`config.mk`:
```
export PLATFORM = sky130hd
export DESIGN_NAME = dmem_arbiter
export DESIGN_NICKNAME = d
export VERILOG_FILES = /design/src/rtl/dmem_arbiter.sv
export SDC_FILE = /design/constraint.sdc
export NUM_CORES = 1
export LEC_CHECK = 0
export ABC_AREA = 1
export CORE_MARGIN = 2
export CORE_UTILIZATION = 44
export CTS_BUF_LIST = sky130_fd_sc_hd__clkbuf_2 sky130_fd_sc_hd__clkbuf_4 sky130_fd_sc_hd__clkbuf_8
export DETAILED_ROUTE_END_ITERATION = 7
export GPL_ROUTABILITY_DRIVEN = 0
export PLACE_DENSITY = 0.88
export SLEW_MARGIN = 0
export SYNTH_ARGS = -nofsm -noshare
export SYNTH_HDL_FRONTEND = slang
export SYNTH_SLANG_ARGS = --single-unit
```
`constraint.sdc`:
```
create_clock -name clock -period 5 [get_ports clock]
set_clock_uncertainty 0.1 [all_clocks]
set_input_delay 1 -clock clock [delete_from_list [all_inputs] [get_ports clock]]
set_output_delay 1 -clock clock [all_outputs]
set_load 0.05 [all_outputs]
```
`src/rtl/dmem_arbiter.sv`:
```
// Shares the single data-memory port between the pipeline memory stage and the
// display scanner: the CPU wins contention, and the scanner gets idle cycles plus forced slots.
`timescale 1ns/1ps
module dmem_arbiter #(
  parameter int STARVE_MAX = 8,
  parameter int LEN_W      = 3
) (
  input  logic             clock,
  input  logic             aclr,
  input  logic             cpu_req,
  input  logic             cpu_we,
  input  logic [31:0]      cpu_addr,
  input  logic [31:0]      cpu_wdata,
  output logic [31:0]      cpu_rdata,
  output logic             cpu_stall,
  input  logic             disp_req,
  input  logic [31:0]      disp_addr,
  input  logic [LEN_W-1:0] disp_len,
  output logic             disp_ack,
  output logic             disp_valid,
  output logic [31:0]      disp_rdata,
  output logic             disp_done,
  output logic [31:0]      mem_addr,
  output logic [31:0]      mem_wdata,
  output logic             mem_we,
  input  logic [31:0]      mem_rdata
);

  typedef enum logic [1:0] {ST_IDLE, ST_BURST, ST_FORCE} state_t;

  localparam logic [7:0] STARVE_LIM = 8'(STARVE_MAX);

  state_t           r_state;
  logic [31:0]      r_base;
  logic [LEN_W-1:0] r_last;
  logic [LEN_W:0]   r_idx;
  logic [7:0]       r_starve;
  logic             r_ack;
  logic             r_valid;
  logic             r_done;
  logic [31:0]      r_rdata;

  logic             w_disp_slot;
  logic             w_last_word;
  logic [7:0]       w_starve_inc;
  logic [31:0]      w_disp_addr;

  assign w_disp_slot  = (r_state == ST_FORCE) || ((r_state == ST_BURST) && !cpu_req);
  assign w_last_word  = (r_idx == {1'b0, r_last});
  assign w_starve_inc = r_starve + 8'd1;
  assign w_disp_addr  = r_base + 32'(r_idx);

  // A stalled CPU store is suppressed here and re-presented by the pipeline next cycle.
  assign mem_addr   = w_disp_slot ? w_disp_addr : cpu_addr;
  assign mem_we     = !w_disp_slot && cpu_req && cpu_we;
  assign mem_wdata  = cpu_wdata;
  assign cpu_rdata  = mem_rdata;
  assign cpu_stall  = (r_state == ST_FORCE) && cpu_req;

  assign disp_ack   = r_ack;
  assign disp_valid = r_valid;
  assign disp_done  = r_done;
  assign disp_rdata = r_rdata;

  always_ff @(posedge clock) begin
    if (aclr) begin
      r_state  <= ST_IDLE;
      r_base   <= '0;
      r_last   <= '0;
      r_idx    <= '0;
      r_starve <= '0;
      r_ack    <= 1'b0;
      r_valid  <= 1'b0;
      r_done   <= 1'b0;
      r_rdata  <= '0;
    end else begin
      r_ack   <= 1'b0;
      r_valid <= 1'b0;
      r_done  <= 1'b0;
      case (r_state)
        ST_IDLE: begin
          if (disp_req) begin
            r_base   <= disp_addr;
            r_last   <= disp_len;
            r_idx    <= '0;
            r_starve <= '0;
            r_ack    <= 1'b1;
            r_state  <= ST_BURST;
          end
        end
        ST_BURST: begin
          if (cpu_req) begin
            r_starve <= w_starve_inc;
            if (w_starve_inc == STARVE_LIM) begin
              r_state <= ST_FORCE;
            end
          end else begin
            r_rdata  <= mem_rdata;
            r_valid  <= 1'b1;
            r_idx    <= r_idx + 1'b1;
            r_starve <= '0;
            if (w_last_word) begin
              r_done  <= 1'b1;
              r_state <= ST_IDLE;
            end
          end
        end
        ST_FORCE: begin
          r_rdata  <= mem_rdata;
          r_valid  <= 1'b1;
          r_idx    <= r_idx + 1'b1;
          r_starve <= '0;
          if (w_last_word) begin
            r_done  <= 1'b1;
            r_state <= ST_IDLE;
          end else begin
            r_state <= ST_BURST;
          end
        end
        default: r_state <= ST_IDLE;
      endcase
    end
  end

endmodule

```
==> impl_summary.txt <==
----------------------------------------------------
[Power and ir drop]
  Clock power share ... 12.7%
  Sw power ... 0.00208 W
  Share of power burned in registers ... 26.5%
  Power Density ... 568 mW/mm2
  Cell leakage power ... 2.85 nW
  Cell-internal power ... 0.00192 W
  Switching part of the total power ... 52.0%
  Maximum ir drop on the vdd rail ... 0.000359 V
  Relative contribution of combinational cells to total power ... 60.8%

[Global routing]
  Wire length of the first global-routing pass ... 23.6 mm
  GRT Util Overall ... 23.2%
  Sum of overflow across all layers after global routing ... 0
  Largest net degree at the start of global routing ... 65
  Via count of the first global-routing pass ... 4,949
  Antenna violations before repair ... 0

[Worst hold path]
  Worst min-delay path startpoint ... disp_rdata[28]$_SDFFE_PP0P_
  Path type of the worst min-delay path ... reg -> reg
  Hold endpoint ... disp_rdata[28]$_SDFFE_PP0P_
  Worst Hold Path Cells ... 2

[Routing]
  Vias after detailed routing ... 5,216
  Number of remaining DRC errors ... 0
  DRC marker count from the first detailed-route iteration ... 280
  DR vias/cell ... 4.96
  Number of routed nets with antenna violations ... 0
  Wirelength per Cell ... 14.0 um
  Number of search-and-repair iterations in the first detailed-routing pass ... 4
  Final Routed Wirelength ... 14.7 mm

[Cells and area]
  Final net count ... 1,051
  Number of inserted filler cells in the final layout ... 1,036
  Area growth syn-to-layout ... 36.6%
  Layout cells sized above 1 ... 4.96%
  Antenna diode count ... 0

[Synth]
  Avg Inst Size Synth ... 6.64 um2
  Most frequently used flop master after synthesis ... sky130_fd_sc_hd__dfxtp_1
  Number of flip-flops and latches in the synthesized netlist ... 84
  EDFF count, synth ... 0
  Count of warnings emitted by yosys ... 0
  Synth async-reset ratio ... 0%
  Post-synthesis net count ... 923
  Post-synthesis cell type count ... 39
  Synth Cell Area ... 0.00514 mm2
  Cells after synthesis ... 775
  Sequential element share of the synthesized area ... 32.7%

[STA]
  Slew HR ... 50.3%
  FMAX ... 233 MHz
  RSZ-0062 raised after global routing ... no
  Fin Hold WS ... 348 ps
  Setup violators final ... 0
  Fin crit period ... 4290 ps
  Final period util ... 85.7%
  Setup TNS ... 0 ps
  Measured slew at the worst slew-check pin ... 745 ps
  Number of pins exceeding their max-slew limit in the final report ... 0
  Final hold viol count ... 0

[Floorplan]
  Standard-cell rows ... 39
  Placeable core region ... 0.0114 mm2
  Die Outline Area ... 0.0126 mm2
  Initial core utilization ... 45.1%
  Die Ht ... 112 um
  X dimension of the die ... 112 um
  Top-Level Pins ... 269

[Worst setup path]
  Start of the worst register-to-register path ... r_state[0]$_SDFFE_PP0P_
  Crit Path Category ... in -> out
  Worst setup slack for register-to-register paths ... 3080 ps
  Launching element type of the critical path ... input port
  Required time of the critical path ... 3900 ps
  CP Capture Type ... primary output
  Worst path arrival time ... 3190 ps
  Worst Reg2Reg Path Length in Cells ... 6
  Critical R2R Capture ... disp_rdata[28]$_SDFFE_PP0P_
  Largest driver fanout on the critical path ... 28

[Clocking]
  Clock latency at the later pin of the worst-skew pair ... 350 ps
  TritonCTS buffer count ... 9
  Number of setup buffers added after CTS ... 0
  Clock-pin slew of the registers on the worst-case setup and hold paths ... 80 ps
  Hold Buf Count CTS ... 0
  Buffer levels on the longest clock path ... 2
  Level count of the clock H-tree ... 3
  Post_cts resized ... 0
  Cell at the root of the clock tree ... sky130_fd_sc_hd__clkbuf_8
  Number of clock sinks seen by CTS ... 84
  TritonCTS clock tree ... done

[Flow run]
  Count of maximum capacitance violations ... 0

[Outcome]
  Status ... complete, no violations

[Place]
  Post-DP HPWL ... 11.4 mm
  Port Buf Inserts ... 204

----------------------------------------------------
==> Yosys cell counts, types with 2 or more instances <==
library cell               number  share of area [%]
sky130_fd_sc_hd__o21ai_0       81                7.9
sky130_fd_sc_hd__o21ai_1        3               0.29
sky130_fd_sc_hd__a21oi_1       61                5.9
sky130_fd_sc_hd__buf_4         64                9.3
sky130_fd_sc_hd__clkbuf_1      22                1.6
sky130_fd_sc_hd__ha_1          11                2.7
sky130_fd_sc_hd__nand3_1       40                3.9
sky130_fd_sc_hd__nor2_4         5                1.1
sky130_fd_sc_hd__xnor2_1        8                1.4
sky130_fd_sc_hd__nor3_1        10               0.97
sky130_fd_sc_hd__nand3b_1       3               0.44
sky130_fd_sc_hd__nand4_1       11                1.3
sky130_fd_sc_hd__buf_2          4               0.39
sky130_fd_sc_hd__xor2_1         5               0.85
sky130_fd_sc_hd__dfxtp_1       84                 33
sky130_fd_sc_hd__nor3_2         2               0.39
sky130_fd_sc_hd__a31oi_1        7               0.85
sky130_fd_sc_hd__nor2_2         5               0.61
sky130_fd_sc_hd__nor2_1        84                6.1
sky130_fd_sc_hd__or2_1          2               0.24
sky130_fd_sc_hd__a211oi_1       2               0.29
sky130_fd_sc_hd__nor3b_1        2               0.29
sky130_fd_sc_hd__buf_1          2               0.15
sky130_fd_sc_hd__inv_1         92                6.7
sky130_fd_sc_hd__inv_2          3               0.22
sky130_fd_sc_hd__nand2_1      149                 11
==> cell families after synthesis <==
kind of cell / count (synthesis) / share of synthesized area (%)
xor gates and xnor gates: 13 / 2.21
DFF: 84 / 32.7
adders and majority gates: 12 / 3.06
AOI/OAI and AO/OA: 159 / 16.1
and+or+nand+nor: 320 / 27.5
buffers and inverters: 187 / 18.4
==> power groups by stage <==
| stage | logic [W] | clock network [W] | registers, W |
|---|---|---|---|
| after floorplan | 0.00134 | 0 | 0.00145 |
| after global routing | 0.00262 | 0.000549 | 0.00109 |
| after detailed placement | 0.00243 | 0 | 0.00107 |
| final | 0.00243 | 0.000506 | 0.00106 |
| after CTS | 0.00245 | 0.000524 | 0.00106 |
| after global placement | 0.00241 | 0 | 0.00106 |
==> cells in the final DEF (no fill, tap or decap), types with 3 or more instances in the layout <==
| cell | Yosys | final |
|---|---|---|
| sky130_fd_sc_hd__a21oi_1 | 61 | 61 |
| sky130_fd_sc_hd__a31oi_1 | 7 | 7 |
| sky130_fd_sc_hd__buf_4 | 64 | 5 |
| sky130_fd_sc_hd__clkbuf_8 | 0 | 10 |
| sky130_fd_sc_hd__clkdlybuf4s50_1 | 0 | 204 |
| sky130_fd_sc_hd__dfxtp_1 | 84 | 84 |
| sky130_fd_sc_hd__ha_1 | 11 | 11 |
| sky130_fd_sc_hd__inv_1 | 92 | 92 |
| sky130_fd_sc_hd__inv_2 | 3 | 3 |
| sky130_fd_sc_hd__inv_6 | 0 | 3 |
| sky130_fd_sc_hd__nand2_1 | 149 | 149 |
| sky130_fd_sc_hd__nand3_1 | 40 | 40 |
| sky130_fd_sc_hd__nand3b_1 | 3 | 3 |
| sky130_fd_sc_hd__nand4_1 | 11 | 11 |
| sky130_fd_sc_hd__nor2_1 | 84 | 83 |
| sky130_fd_sc_hd__nor2_2 | 5 | 6 |
| sky130_fd_sc_hd__nor2_4 | 5 | 5 |
| sky130_fd_sc_hd__nor3_1 | 10 | 10 |
| sky130_fd_sc_hd__o21ai_0 | 81 | 81 |
| sky130_fd_sc_hd__o21ai_1 | 3 | 3 |
| sky130_fd_sc_hd__xnor2_1 | 8 | 8 |
| sky130_fd_sc_hd__xor2_1 | 5 | 5 |
==> worst max-delay path: stages <==
cell and delay, ps:
sky130_fd_sc_hd__clkdlybuf4s50_1 460, sky130_fd_sc_hd__nor2_1 190, sky130_fd_sc_hd__nor2_2 80, sky130_fd_sc_hd__inv_2 360, sky130_fd_sc_hd__nand3_1 170, sky130_fd_sc_hd__nand2_1 100
sky130_fd_sc_hd__clkdlybuf4s50_1 810
==> flip-flops by register name, summed over array words and instances (netlist names), 2 cells and up <==
name	cells
disp_rdata	32
r_base	32
r_idx	4
r_last	3
r_starve	8
r_state	2
==> per-layer routing <==
| layer | up-vias | GRT usage [%] | share of wire, % |
|---|---|---|---|
| li1 | 2670 | - | - |
| met1 | 2302 | 26.4 | 40 |
| met2 | 220 | 39.7 | 48 |
| met3 | 24 | 8.86 | 11 |
| met4 | 0 | 8.13 | 1.7 |
| met5 | - | 0 | 0 |
==> per-stage QoR <==
step           total power (W)  util [%]  setup slack (ps)  cells  cell area (um2)
6_report               0.00399      61.6               714   1051             7030
5_1_grt                0.00426      61.6               557   1051             7030
4_1_cts                0.00403      61.6               674   1051             7030
3_5_place_dp           0.00351      59.8               675   1035             6820
3_3_place_gp           0.00347      59.8               713   1035             6820
2_1_floorplan          0.00280         -              1350    775             5140
==> worst max-delay path by stage <==
stage,startpoint,endpoint,depth (start not counted)
floorplan,r_base[0]$_SDFFE_PP0P_,mem_addr[12],8
global placement,cpu_req,mem_addr[16],7
detailed placement,cpu_req,mem_addr[16],7
CTS,cpu_req,mem_addr[16],7
global route,cpu_req,mem_addr[13],7
finish,cpu_req,mem_addr[16],7
==> area by class of cell <==
| class | count | area, um2 | area share [%] |
|---|---|---|---|
| Clock buffer | 10 | 138 | 1.96 |
| Clock inverter | 6 | 68.8 | 0.979 |
| Inverter | 95 | 357 | 5.07 |
| Multi-Input combinational cell | 504 | 2530 | 35.9 |
| Sequential cell | 84 | 1680 | 23.9 |
| Tap cell | 143 | 179 | 2.55 |
| Timing Repair Buffer | 209 | 2080 | 29.6 |
Power figures use the tool's default switching activity.
